**src/rtl/cpu_control_fsm_pkg.sv**
```systemverilog
// Shared widths, opcode values, FSM states and control-field encodings for the
// multi-cycle CPU sequencer.
package cpu_control_fsm_pkg;
  localparam int INSTRUCTION_WIDTH = 33;
  localparam int WIDTH_OPCODE      = 5;
  localparam int REGFILE_ADDR_BITS = 4;
  localparam int IMMEDIATE_WIDTH   = 16;
  localparam int PC_WIDTH          = 16;

  localparam logic [WIDTH_OPCODE-1:0] INSTR_NOP  = 5'd0;
  localparam logic [WIDTH_OPCODE-1:0] INSTR_LR   = 5'd1;
  localparam logic [WIDTH_OPCODE-1:0] INSTR_LI   = 5'd2;
  localparam logic [WIDTH_OPCODE-1:0] INSTR_SR   = 5'd3;
  localparam logic [WIDTH_OPCODE-1:0] INSTR_MOVE = 5'd4;
  localparam logic [WIDTH_OPCODE-1:0] INSTR_ADD  = 5'd5;
  localparam logic [WIDTH_OPCODE-1:0] INSTR_ADDI = 5'd6;
  localparam logic [WIDTH_OPCODE-1:0] INSTR_SUB  = 5'd7;
  localparam logic [WIDTH_OPCODE-1:0] INSTR_CMP  = 5'd8;
  localparam logic [WIDTH_OPCODE-1:0] INSTR_AND  = 5'd9;
  localparam logic [WIDTH_OPCODE-1:0] INSTR_OR   = 5'd10;
  localparam logic [WIDTH_OPCODE-1:0] INSTR_NOT  = 5'd11;
  localparam logic [WIDTH_OPCODE-1:0] INSTR_SHL  = 5'd12;
  localparam logic [WIDTH_OPCODE-1:0] INSTR_SHR  = 5'd13;
  localparam logic [WIDTH_OPCODE-1:0] INSTR_BNE  = 5'd14;
  localparam logic [WIDTH_OPCODE-1:0] INSTR_BE   = 5'd15;

  localparam logic [3:0] ALU_OP_ADD  = 4'd0;
  localparam logic [3:0] ALU_OP_SUB  = 4'd1;
  localparam logic [3:0] ALU_OP_AND  = 4'd2;
  localparam logic [3:0] ALU_OP_OR   = 4'd3;
  localparam logic [3:0] ALU_OP_NOT  = 4'd4;
  localparam logic [3:0] ALU_OP_SHL  = 4'd5;
  localparam logic [3:0] ALU_OP_SHR  = 4'd6;
  localparam logic [3:0] ALU_OP_PASS = 4'd7;

  localparam logic [1:0] WB_SEL_ALU = 2'd0;
  localparam logic [1:0] WB_SEL_MEM = 2'd1;
  localparam logic [1:0] WB_SEL_IMM = 2'd2;
  localparam logic [1:0] WB_SEL_REG = 2'd3;

  typedef enum logic [2:0] {
    ST_IDLE, ST_FETCH, ST_DECODE, ST_EXEC, ST_MEM, ST_WB, ST_TRAP
  } state_t;
endpackage

```
**src/rtl/cpu_control_fsm_ctrl_decode.sv**
```systemverilog
// Opcode -> static control fields consumed by the sequencer FSM.
module ctrl_decode
  import cpu_control_fsm_pkg::*;
(
  input  logic [WIDTH_OPCODE-1:0] i_opcode,
  output logic [3:0]              o_alu_op,
  output logic                    o_alu_src_imm,
  output logic [1:0]              o_wb_sel,
  output logic                    o_use_rs2,
  output logic                    o_needs_mem,
  output logic                    o_needs_wb,
  output logic                    o_is_branch,
  output logic                    o_illegal
);
  always_comb begin
    o_alu_op      = ALU_OP_PASS;
    o_alu_src_imm = 1'b0;
    o_wb_sel      = WB_SEL_ALU;
    o_use_rs2     = 1'b0;
    o_needs_mem   = 1'b0;
    o_needs_wb    = 1'b0;
    o_is_branch   = 1'b0;
    o_illegal     = 1'b0;
    case (i_opcode)
      INSTR_NOP:  ;
      INSTR_LR:   begin o_alu_op = ALU_OP_ADD; o_alu_src_imm = 1'b1; o_needs_mem = 1'b1;
                        o_needs_wb = 1'b1; o_wb_sel = WB_SEL_MEM; end
      INSTR_LI:   begin o_needs_wb = 1'b1; o_wb_sel = WB_SEL_IMM; end
      INSTR_SR:   begin o_alu_op = ALU_OP_ADD; o_alu_src_imm = 1'b1; o_needs_mem = 1'b1; end
      INSTR_MOVE: begin o_needs_wb = 1'b1; o_wb_sel = WB_SEL_REG; end
      INSTR_ADD:  begin o_alu_op = ALU_OP_ADD; o_use_rs2 = 1'b1; o_needs_wb = 1'b1; end
      INSTR_ADDI: begin o_alu_op = ALU_OP_ADD; o_alu_src_imm = 1'b1; o_needs_wb = 1'b1; end
      INSTR_SUB:  begin o_alu_op = ALU_OP_SUB; o_use_rs2 = 1'b1; o_needs_wb = 1'b1; end
      INSTR_CMP:  o_alu_op = ALU_OP_SUB;
      INSTR_AND:  begin o_alu_op = ALU_OP_AND; o_use_rs2 = 1'b1; o_needs_wb = 1'b1; end
      INSTR_OR:   begin o_alu_op = ALU_OP_OR;  o_use_rs2 = 1'b1; o_needs_wb = 1'b1; end
      INSTR_NOT:  begin o_alu_op = ALU_OP_NOT; o_needs_wb = 1'b1; end
      INSTR_SHL:  begin o_alu_op = ALU_OP_SHL; o_use_rs2 = 1'b1; o_needs_wb = 1'b1; end
      INSTR_SHR:  begin o_alu_op = ALU_OP_SHR; o_use_rs2 = 1'b1; o_needs_wb = 1'b1; end
      INSTR_BNE,
      INSTR_BE:   begin o_alu_op = ALU_OP_SUB; o_is_branch = 1'b1; end
      default:    o_illegal = 1'b1;
    endcase
  end
endmodule

```
**src/rtl/decode_instruction.sv**
```systemverilog
// Splits an instruction word into opcode, three register fields and immediate.
module decode_instruction
  import cpu_control_fsm_pkg::*;
(
  input  logic [INSTRUCTION_WIDTH-1:0] i_instr,
  output logic [WIDTH_OPCODE-1:0]      o_opcode,
  output logic [REGFILE_ADDR_BITS-1:0] o_reg_dest,
  output logic [REGFILE_ADDR_BITS-1:0] o_reg_source_1,
  output logic [REGFILE_ADDR_BITS-1:0] o_reg_source_2,
  output logic [IMMEDIATE_WIDTH-1:0]   o_immediate
);
  assign o_opcode       = i_instr[32:28];
  assign o_reg_dest     = i_instr[27:24];
  assign o_reg_source_1 = i_instr[23:20];
  assign o_reg_source_2 = i_instr[19:16];
  assign o_immediate    = i_instr[15:0];
endmodule

```
**src/rtl/cpu_control_fsm.sv**
```systemverilog
// Multi-cycle sequencer: owns PC/IR/flags/retired count and steps each
// instruction through FETCH/DECODE/EXEC/MEM/WB.
module cpu_control_fsm
  import cpu_control_fsm_pkg::*;
(
  input  logic                         clk,
  input  logic                         reset,
  input  logic                         run,
  output logic [PC_WIDTH-1:0]          imem_addr,
  output logic                         imem_req,
  input  logic                         imem_ready,
  input  logic [INSTRUCTION_WIDTH-1:0] imem_data,
  output logic [REGFILE_ADDR_BITS-1:0] rf_raddr1,
  output logic [REGFILE_ADDR_BITS-1:0] rf_raddr2,
  output logic [REGFILE_ADDR_BITS-1:0] rf_waddr,
  output logic                         rf_we,
  output logic [1:0]                   wb_sel,
  output logic [3:0]                   alu_op,
  output logic                         alu_src_imm,
  input  logic                         alu_zero,
  input  logic                         alu_neg,
  output logic [IMMEDIATE_WIDTH-1:0]   imm_out,
  output logic                         dmem_req,
  output logic                         dmem_we,
  input  logic                         dmem_ready,
  output logic                         flag_z,
  output logic                         flag_n,
  output logic                         halted,
  output logic [15:0]                  retired
);
  state_t                         r_state, w_state_nxt;
  logic [PC_WIDTH-1:0]            r_pc;
  logic [INSTRUCTION_WIDTH-1:0]   r_ir;
  logic [15:0]                    r_retired;
  logic                           r_flag_z, r_flag_n;

  logic [WIDTH_OPCODE-1:0]        w_opcode;
  logic [REGFILE_ADDR_BITS-1:0]   w_rd, w_rs1, w_rs2;
  logic [IMMEDIATE_WIDTH-1:0]     w_imm;
  logic                           w_use_rs2, w_needs_mem, w_needs_wb, w_is_branch, w_illegal;
  logic                           w_ir_load, w_finish, w_take, w_flag_load;
  logic [PC_WIDTH-1:0]            w_off;

  decode_instruction u_dec (
    .i_instr(r_ir), .o_opcode(w_opcode), .o_reg_dest(w_rd),
    .o_reg_source_1(w_rs1), .o_reg_source_2(w_rs2), .o_immediate(w_imm)
  );

  ctrl_decode u_ctrl (
    .i_opcode(w_opcode), .o_alu_op(alu_op), .o_alu_src_imm(alu_src_imm),
    .o_wb_sel(wb_sel), .o_use_rs2(w_use_rs2), .o_needs_mem(w_needs_mem),
    .o_needs_wb(w_needs_wb), .o_is_branch(w_is_branch), .o_illegal(w_illegal)
  );

  // Branch offset sign-extended to PC width; PC math wraps silently.
  assign w_off = PC_WIDTH'($signed(w_imm));

  always_ff @(posedge clk or posedge reset) begin
    if (reset) begin
      r_state   <= ST_IDLE;
      r_pc      <= '0;
      r_ir      <= '0;
      r_retired <= '0;
      r_flag_z  <= 1'b0;
      r_flag_n  <= 1'b0;
    end else begin
      r_state <= w_state_nxt;
      if (w_ir_load) r_ir <= imem_data;
      if (w_flag_load) begin
        r_flag_z <= alu_zero;
        r_flag_n <= alu_neg;
      end
      if (w_finish) begin
        r_pc      <= w_take ? r_pc + PC_WIDTH'(1) + w_off : r_pc + PC_WIDTH'(1);
        r_retired <= r_retired + 16'd1;
      end
    end
  end

  always_comb begin
    w_state_nxt = r_state;
    w_ir_load   = 1'b0;
    w_finish    = 1'b0;
    w_take      = 1'b0;
    w_flag_load = 1'b0;
    imem_req    = 1'b0;
    dmem_req    = 1'b0;
    dmem_we     = 1'b0;
    rf_we       = 1'b0;
    case (r_state)
      ST_IDLE:   if (run) w_state_nxt = ST_FETCH;
      ST_FETCH: begin
        imem_req = 1'b1;
        if (imem_ready) begin
          w_ir_load   = 1'b1;
          w_state_nxt = ST_DECODE;
        end
      end
      ST_DECODE: begin
        if (w_illegal)                 w_state_nxt = ST_TRAP;
        else if (w_opcode == INSTR_NOP) w_finish   = 1'b1;
        else                           w_state_nxt = ST_EXEC;
      end
      ST_EXEC: begin
        if (w_needs_mem)      w_state_nxt = ST_MEM;
        else if (w_needs_wb)  w_state_nxt = ST_WB;
        else begin
          w_finish    = 1'b1;
          w_flag_load = (w_opcode == INSTR_CMP);
          w_take      = w_is_branch & ((w_opcode == INSTR_BE) ? alu_zero : ~alu_zero);
        end
      end
      ST_MEM: begin
        dmem_req = 1'b1;
        dmem_we  = (w_opcode == INSTR_SR);
        if (dmem_ready) begin
          if (w_needs_wb) w_state_nxt = ST_WB;
          else            w_finish    = 1'b1;
        end
      end
      ST_WB: begin
        rf_we    = (w_rd != '0);
        w_finish = 1'b1;
      end
      ST_TRAP:   ;
      default:   w_state_nxt = ST_IDLE;
    endcase
    if (w_finish) w_state_nxt = ST_FETCH;
  end

  assign imem_addr = r_pc;
  assign rf_raddr1 = w_rd;
  assign rf_raddr2 = w_use_rs2 ? w_rs2 : w_rs1;
  assign rf_waddr  = w_rd;
  assign imm_out   = w_imm;
  assign flag_z    = r_flag_z;
  assign flag_n    = r_flag_n;
  assign halted    = (r_state == ST_TRAP);
  assign retired   = r_retired;
endmodule
```
**config.mk**
```make
export PLATFORM = sky130hd
export DESIGN_NAME = cpu_control_fsm
export DESIGN_NICKNAME = d
export VERILOG_FILES = /design/src/rtl/cpu_control_fsm_pkg.sv /design/src/rtl/cpu_control_fsm_ctrl_decode.sv /design/src/rtl/decode_instruction.sv /design/src/rtl/cpu_control_fsm.sv
export SDC_FILE = /design/constraint.sdc
export NUM_CORES = 1
export LEC_CHECK = 0
export ABC_CLOCK_PERIOD_IN_PS = 3500
export CAP_MARGIN = 20
export CORE_MARGIN = 3
export CORE_UTILIZATION = 45
export DETAILED_ROUTE_END_ITERATION = 16
export HOLD_SLACK_MARGIN = 0.1
export PLACE_DENSITY = 0.79
export SLEW_MARGIN = 20
export SYNTH_ARGS = -nofsm -noshare
export SYNTH_HDL_FRONTEND = slang
export SYNTH_SLANG_ARGS = --single-unit
```
**constraint.sdc**
```tcl
create_clock -name clk -period 3.5 [get_ports clk]
set_input_delay 0.35 -clock clk [delete_from_list [all_inputs] [get_ports clk]]
set_output_delay 0.35 -clock clk [all_outputs]
set_load 0.005 [all_outputs]
```
# Word-level counts from Yosys, hierarchy flattened
# Index checks and enable logic that the tools add are counted.
# word_totals
output_inout_bits	74
elab_cells	87
ff_bits	70
inputBits	40
# classes
add_sub_neg	3
bitwise_logic	2
eq_ne	26
n_reduce_logical	13
muxes	37
# ops
cell	count
5-bit by 4-bit == test with 1-bit output (second input constant)	8
16-bit by 1-bit adder with 16-bit output (second input constant)	2
3-bit two-way mux	8
1-bit two-way mux	23
3-bit case mux with 7 select lines	1
5-bit by 3-bit == test with 1-bit output (second input constant)	4
3-bit case mux with 6 select lines	1
16-bit adder	1
16-bit two-way mux	1
16-bit OR reduction	1
11-bit OR reduction	1
5-bit by 2-bit == test with 1-bit output (second input constant)	2
3-bit == test (second input constant)	3
3-bit != test (second input constant)	3
4-bit OR reduction	2
3-bit by 2-bit == test with 1-bit output (second input constant)	2
2-bit case mux with 3 select lines	1
2-bit OR reduction	3
6-bit OR reduction	1
5-bit by 1-bit == test with 1-bit output (second input constant)	1
5-bit logical NOT	1
5-bit AND reduction	1
4-bit two-way mux	1
4-bit != test (second input constant)	1
other kinds (8)	8

# Logic depth before layout (Yosys ltp)
# depth
ltp_word	8
mapped_depth	15
depth_no_buf	14

# Modules after synthesis
# A second synthesis with hierarchy kept.
# hier_totals
hier_cells	493
area_unflattened_um2	4848.4
# by_module_without_submodules
module	area_each_um2	cells_each	instances	seq_area_each_um2
cpu_control_fsm	4349.2	422	1	1751.7
ctrl_decode	251.5	38	1	0.0
decode_instruction	247.7	33	1	0.0

# Worst setup path before layout
# No wires, ideal clock.
# synth_timing
path_type	flip-flop to flip-flop
startpoint	register r_pc[0], in the netlist imem_addr[0]
endpoint	register r_pc[15], in the netlist imem_addr[15]
setup_time_ps	96
period_less_slack_ps	3361
arrival_time_ps	3265
stages_incl_launch_ff	16
n_path_buf	1
setup_slack_ps	139
required_time_ps	3404
path_cell_list	dfrtp_1 ha_1 and3_1 nand3_1 or2_2 xnor2_1 ha_1 clkbuf_1 o21a_1 o21a_1 o21ai_0 nor3b_1 a221oi_1 a21oi_1 xnor2_1 o31ai_1
# synth_between
elab_chain_len	3
# synth_rtl
element	line_no	text
start, declared	cpu_control_fsm.sv:32	logic [PC_WIDTH-1:0] r_pc;
start signal, assigned	cpu_control_fsm.sv:74	r_pc <= w_take ? r_pc + PC_WIDTH'(1) + w_off : r_pc + PC_WIDTH'(1);
16-bit by 1-bit adder with 16-bit output *	cpu_control_fsm.sv:74	
16-bit adder	cpu_control_fsm.sv:74	
16-bit two-way mux *	cpu_control_fsm.sv:74	
# Mark *: on every way between the ends. The rest lies on a longest branch, timed or not.
# A chain may end at the register's enable or synchronous reset.

# Worst setup path in the final report
# Same ends and word-level chain as after synthesis.

==> results summary <==
The root buffer cell is sky130_fd_sc_hd__clkbuf_8. The area share of the leading cell type in the synthesized netlist is 0.383. The number of sinks handled by clock tree synthesis came out at 70.

The cell with the biggest individual delay on the critical path is sky130_fd_sc_hd__dfrtp_1. The iteration-0 DRC count of the detailed router is 180. The worst-path maximum fanout came out at 5. After routing the design area is 5980 µm². The worst setup skew after layout came out at 4.88 ps. For the pin with the worst max-slew slack, the measured transition is about 620 ps. The endpoint of the worst setup timing path is imem_addr[15]$_DFFE_PP0P_. In the routed layout, each cell is associated on average with a via count of 5.54. In the layout the commonest cells are sky130_fd_sc_hd__clkdlybuf4s50_1 (112), sky130_fd_sc_hd__dfrtp_1 (70), sky130_fd_sc_hd__mux2_2 (41). The share of total power in sequential cells is 0.277.

Global routing finished with a remaining overflow of 0. The number of fill cells in the layout is 874. The total of warnings raised by yosys is 0. The endpoint of the most critical register-to-register path is imem_addr[15]$_DFFE_PP0P_.

The total of buffers placed on input and output ports is 112. The final setup violation count is 0. In this run the worst setup path begins at imem_addr[0]$_DFFE_PP0P_. The number of max-slew violations in the final report is 0. The die is 107 µm wide. The static leakage is about 2.5 nW. The number of top-level pins is 114. The switching portion of total power came out at 0.405. The flow ran to the end, and the final reports show no timing, DRC or antenna violations.

The TritonCTS buffer count came out at 9. Counting every net in the synthesized netlist gives 540. After synthesis the netlist holds a flip-flop and latch count of 70. The portion of total power attributed to the clock network came out at 0.137.

The part of the Yosys area used for sequential elements came out at 0.383. The leading cell type in the layout, fill and taps excluded is sky130_fd_sc_hd__clkdlybuf4s50_1. The worst setup path is captured at a flip-flop.

After routing, the total negative slack on setup checks comes to 0 ps. The number of flops mapped to enable cells by yosys is 0. The number of nets with antenna violations after routing is 0. The pre-antenna-repair detailed-routing pass consisted of 5 iterations.

The maximum buffer depth of the clock tree is 2. The number of endpoints with negative hold slack in the final report is 0. The net count reported at finish came out at roughly 630. Of the total power, combinational logic draws 0.587.

The first global-routing pass estimated 17.9 mm of wire. The post-synthesis instance total came out at 482. Of the cells placed in the final design, the portion with a size suffix greater than 1 is 0.161.

The maximum clock rate is 301 MHz. The part of the cycle the worst path needs is 0.949. The deepest level of the CTS H-tree is 3. The startpoint identified for the worst register-to-register timing path is imem_addr[0]$_DFFE_PP0P_. The average cell area after synthesis came out at 9.49 µm². The number of global-route vias before repair is 3,753.

The peak supply drop is 0.569 mV. The count of maximum capacitance violations is 0. The logic depth of the worst setup path including buffers came out at 13.

The number of library cell types mapped by synthesis is between 50 and 60. After detailed routing, the total wire length is 11.3 mm. Of all cell types, the one taking the most synthesized area is sky130_fd_sc_hd__dfrtp_1. The floorplan row count is 36.

The die area came out at around 11,000 µm². The synthesis-to-finish area growth is 30.8%. The worst-case register-to-register setup slack is 180 ps. For this run, the leading register cell type out of synthesis is sky130_fd_sc_hd__dfrtp_1. The global placer's final weighted congestion came out at 0.910. The cell family contributing the most delay on the critical path is simple AND/OR/NAND/NOR gates. Internal power comes to 3.56 mW. The TritonCTS clock tree is yes. The worst setup path is launched from a flip-flop. The biggest cell delay along the critical path is 420 ps. The classification of the worst-slack hold path is input port to async pin. The register clock-pin slew on the reported worst setup and hold paths is about 80 ps. The proportion of synthesized flip-flops having asynchronous set or reset is 1.00. The clock network latency to the later pin of the worst-skew pair came out at 340 ps. The time the final worst path needs with I/O delays and setup is ~3300 ps. The logic depth of the worst register-to-register path is 13. The core footprint is slightly below 10,000 µm².

The standard cell area after detailed placement is 5670 µm². The headroom to the max-slew limit is 0.587. The net switching power came out at 2.43 mW.

In the routed design, unresolved DRC markers number 0. Once detailed placement completed, the half-perimeter wirelength came to between 8 and 9 mm. Walking the worst path, the cells encountered are ha_1 > and3_1 > nand3_1 > buf_4 > or2_2 > xnor2_1 > ha_1 > or3_1 > o221ai_4 > o311a_1 > a21oi_1 > xnor2_1 > o31ai_1. From bottom edge to top edge, the die measures 107 µm. At the worst endpoint, the arrival time is between 3000 and 4000 ps. Counting both buffers and inverters, the worst setup path holds a total of 1. Yosys attributes the largest share of cell area to sky130_fd_sc_hd__dfrtp_1 (38%), sky130_fd_sc_hd__mux2_2 (10%), sky130_fd_sc_hd__xnor2_1 (5.2%), sky130_fd_sc_hd__ha_1 (4.7%), sky130_fd_sc_hd__buf_4 (4.1%). The initial core utilization is 0.466. The wire length per cell after detailed routing came out at 16.0 µm. The critical path in this run is classified as flip-flop to flip-flop.

The cell area after synthesis came out at around 4600 µm². The routed via count is 3,909. The critical path required time is around 3800 ps. The repair_antennas step left the layout with diodes totalling 0.

The number of antenna violations at the first check in global routing came out at 0. The power density over the cells came out at 1000 nW/µm². Entering global routing, the biggest net connects 36 pins. The total global routing track utilization came out at 0.194.
## worst min path at each step
stage / start / cells after the start / slack, ps / end
floorplan: imem_data[15] / 2 / 470 / r_ir[15]$_DFFE_PP0P_
global placement: retired[15]$_DFFE_PP0P_ / 1 / 460 / retired[15]$_DFFE_PP0P_
detailed placement: retired[10]$_DFFE_PP0P_ / 1 / 480 / retired[10]$_DFFE_PP0P_
CTS: reset / 2 / 320 / retired[1]$_DFFE_PP0P_
global route: reset / 2 / 360 / retired[1]$_DFFE_PP0P_
finish: reset / 2 / 320 / retired[7]$_DFFE_PP0P_
## power by group through the flow
| stage | clock network, mW | registers [mW] | logic [mW] |
|---|---|---|---|
| after CTS | 0.843 | 1.66 | 3.41 |
| after global placement | 0 | 1.65 | 3.29 |
| after floorplan | 0 | 1.46 | 2.43 |
| after global routing | 0.873 | 1.73 | 3.85 |
| after detailed placement | 0 | 1.67 | 3.39 |
| final | 0.819 | 1.66 | 3.51 |
## registers in the layout (all words and copies together), names as in the netlist
signal     cells
imem_addr     16
r_state        3
flag_z         1
r_ir          33
flag_n         1
retired       16
## kinds of logic (layout without fill, tap and decap cells)
| family | after synthesis | count (layout) | share of synthesized area |
|---|---|---|---|
| and+or+nand+nor | 148 | 148 | 0.170 |
| AOI/OAI and AO/OA | 98 | 98 | 0.136 |
| DFF | 70 | 70 | 0.383 |
| buffers and inverters | 63 | 154 | 0.0744 |
| muxes | 43 | 43 | 0.105 |
| xor gates and xnor gates | 41 | 41 | 0.0785 |
| adders and majority gates | 18 | 18 | 0.0509 |
| other | 1 | 1 | 0.000820 |
## routing by layer
| layer | vias up | share of wire | track usage |
|---|---|---|---|
| li1 | 1864 | - | - |
| met1 | 1886 | 0.41 | 0.236 |
| met2 | 137 | 0.51 | 0.346 |
| met3 | 22 | 0.057 | 0.0391 |
| met4 | 0 | 0.022 | 0.0557 |
| met5 | - | 0 | 0 |
## cell type report
type,instances,area [µm²],share of cell area
clock buffer,10,138,0.0230
clock inverter,6,109,0.0182
inverter,13,48.8,0.00816
multi-input combinational,349,2550,0.426
sequential,70,1750,0.293
tap,133,166,0.0278
timing repair buffer,125,1220,0.204
## cells in the mapped netlist, types with 2 or more instances
| library cell | count |
|---|---|
| sky130_fd_sc_hd__and3_1 | 8 |
| sky130_fd_sc_hd__nand4_1 | 8 |
| sky130_fd_sc_hd__nand2b_1 | 9 |
| sky130_fd_sc_hd__a311oi_1 | 2 |
| sky130_fd_sc_hd__a22oi_1 | 2 |
| sky130_fd_sc_hd__o21ai_0 | 19 |
| sky130_fd_sc_hd__clkbuf_1 | 19 |
| sky130_fd_sc_hd__or3_1 | 4 |
| sky130_fd_sc_hd__dfrtp_1 | 70 |
| sky130_fd_sc_hd__nor4b_1 | 2 |
| sky130_fd_sc_hd__mux2i_1 | 2 |
| sky130_fd_sc_hd__nand4b_1 | 2 |
| sky130_fd_sc_hd__mux2_2 | 41 |
| sky130_fd_sc_hd__o21a_1 | 5 |
| sky130_fd_sc_hd__nor2b_1 | 4 |
| sky130_fd_sc_hd__buf_2 | 2 |
| sky130_fd_sc_hd__o31ai_1 | 2 |
| sky130_fd_sc_hd__a21oi_1 | 37 |
| sky130_fd_sc_hd__a21o_1 | 6 |
| sky130_fd_sc_hd__o22ai_1 | 4 |
| sky130_fd_sc_hd__xor2_1 | 14 |
| sky130_fd_sc_hd__nand2_1 | 40 |
| sky130_fd_sc_hd__or2_2 | 3 |
| sky130_fd_sc_hd__inv_1 | 13 |
| sky130_fd_sc_hd__nor3_1 | 6 |
| sky130_fd_sc_hd__xnor2_1 | 27 |
| sky130_fd_sc_hd__nor2_1 | 25 |
| sky130_fd_sc_hd__buf_1 | 3 |
| sky130_fd_sc_hd__a31oi_1 | 5 |
| sky130_fd_sc_hd__nor3_2 | 4 |
| sky130_fd_sc_hd__and2_1 | 2 |
| sky130_fd_sc_hd__ha_1 | 17 |
| sky130_fd_sc_hd__a221oi_1 | 3 |
| sky130_fd_sc_hd__nor4_1 | 5 |
| sky130_fd_sc_hd__nand3_1 | 18 |
| sky130_fd_sc_hd__nor3b_1 | 3 |
| sky130_fd_sc_hd__buf_4 | 25 |
## metrics by stage
step	setup slack, ps	power, mW	utilization	instances	hold WS, ps
3_3_place_gp	177	4.93	0.578	689	461
4_1_cts	15.1	5.92	0.603	705	320
6_report	178	5.99	0.609	706	316
3_5_place_dp	2.98	5.06	0.578	689	476
5_1_grt	-5.97	6.46	0.609	706	358
2_1_floorplan	139	3.89	-	482	467
## what timing repair did
action                     in CTS  in global routing
buffers inserted                0                  1
hold buffers                    0                  0
gates resized for setup         1                  9
setup endpoints to repair       1                  4
## worst register-to-register path: cells and delay by family (launching register included)
kind                     cells  cell delay, ps
adder cells (fa/ha/maj)      2             470
AND/OR/NAND/NOR              4            1100
XOR/XNOR                     2             300
AO/OA/AOI/OAI                4             770
flip-flops                   1             420
buffers and inverters        1             160
Power figures use the tool's default switching activity.
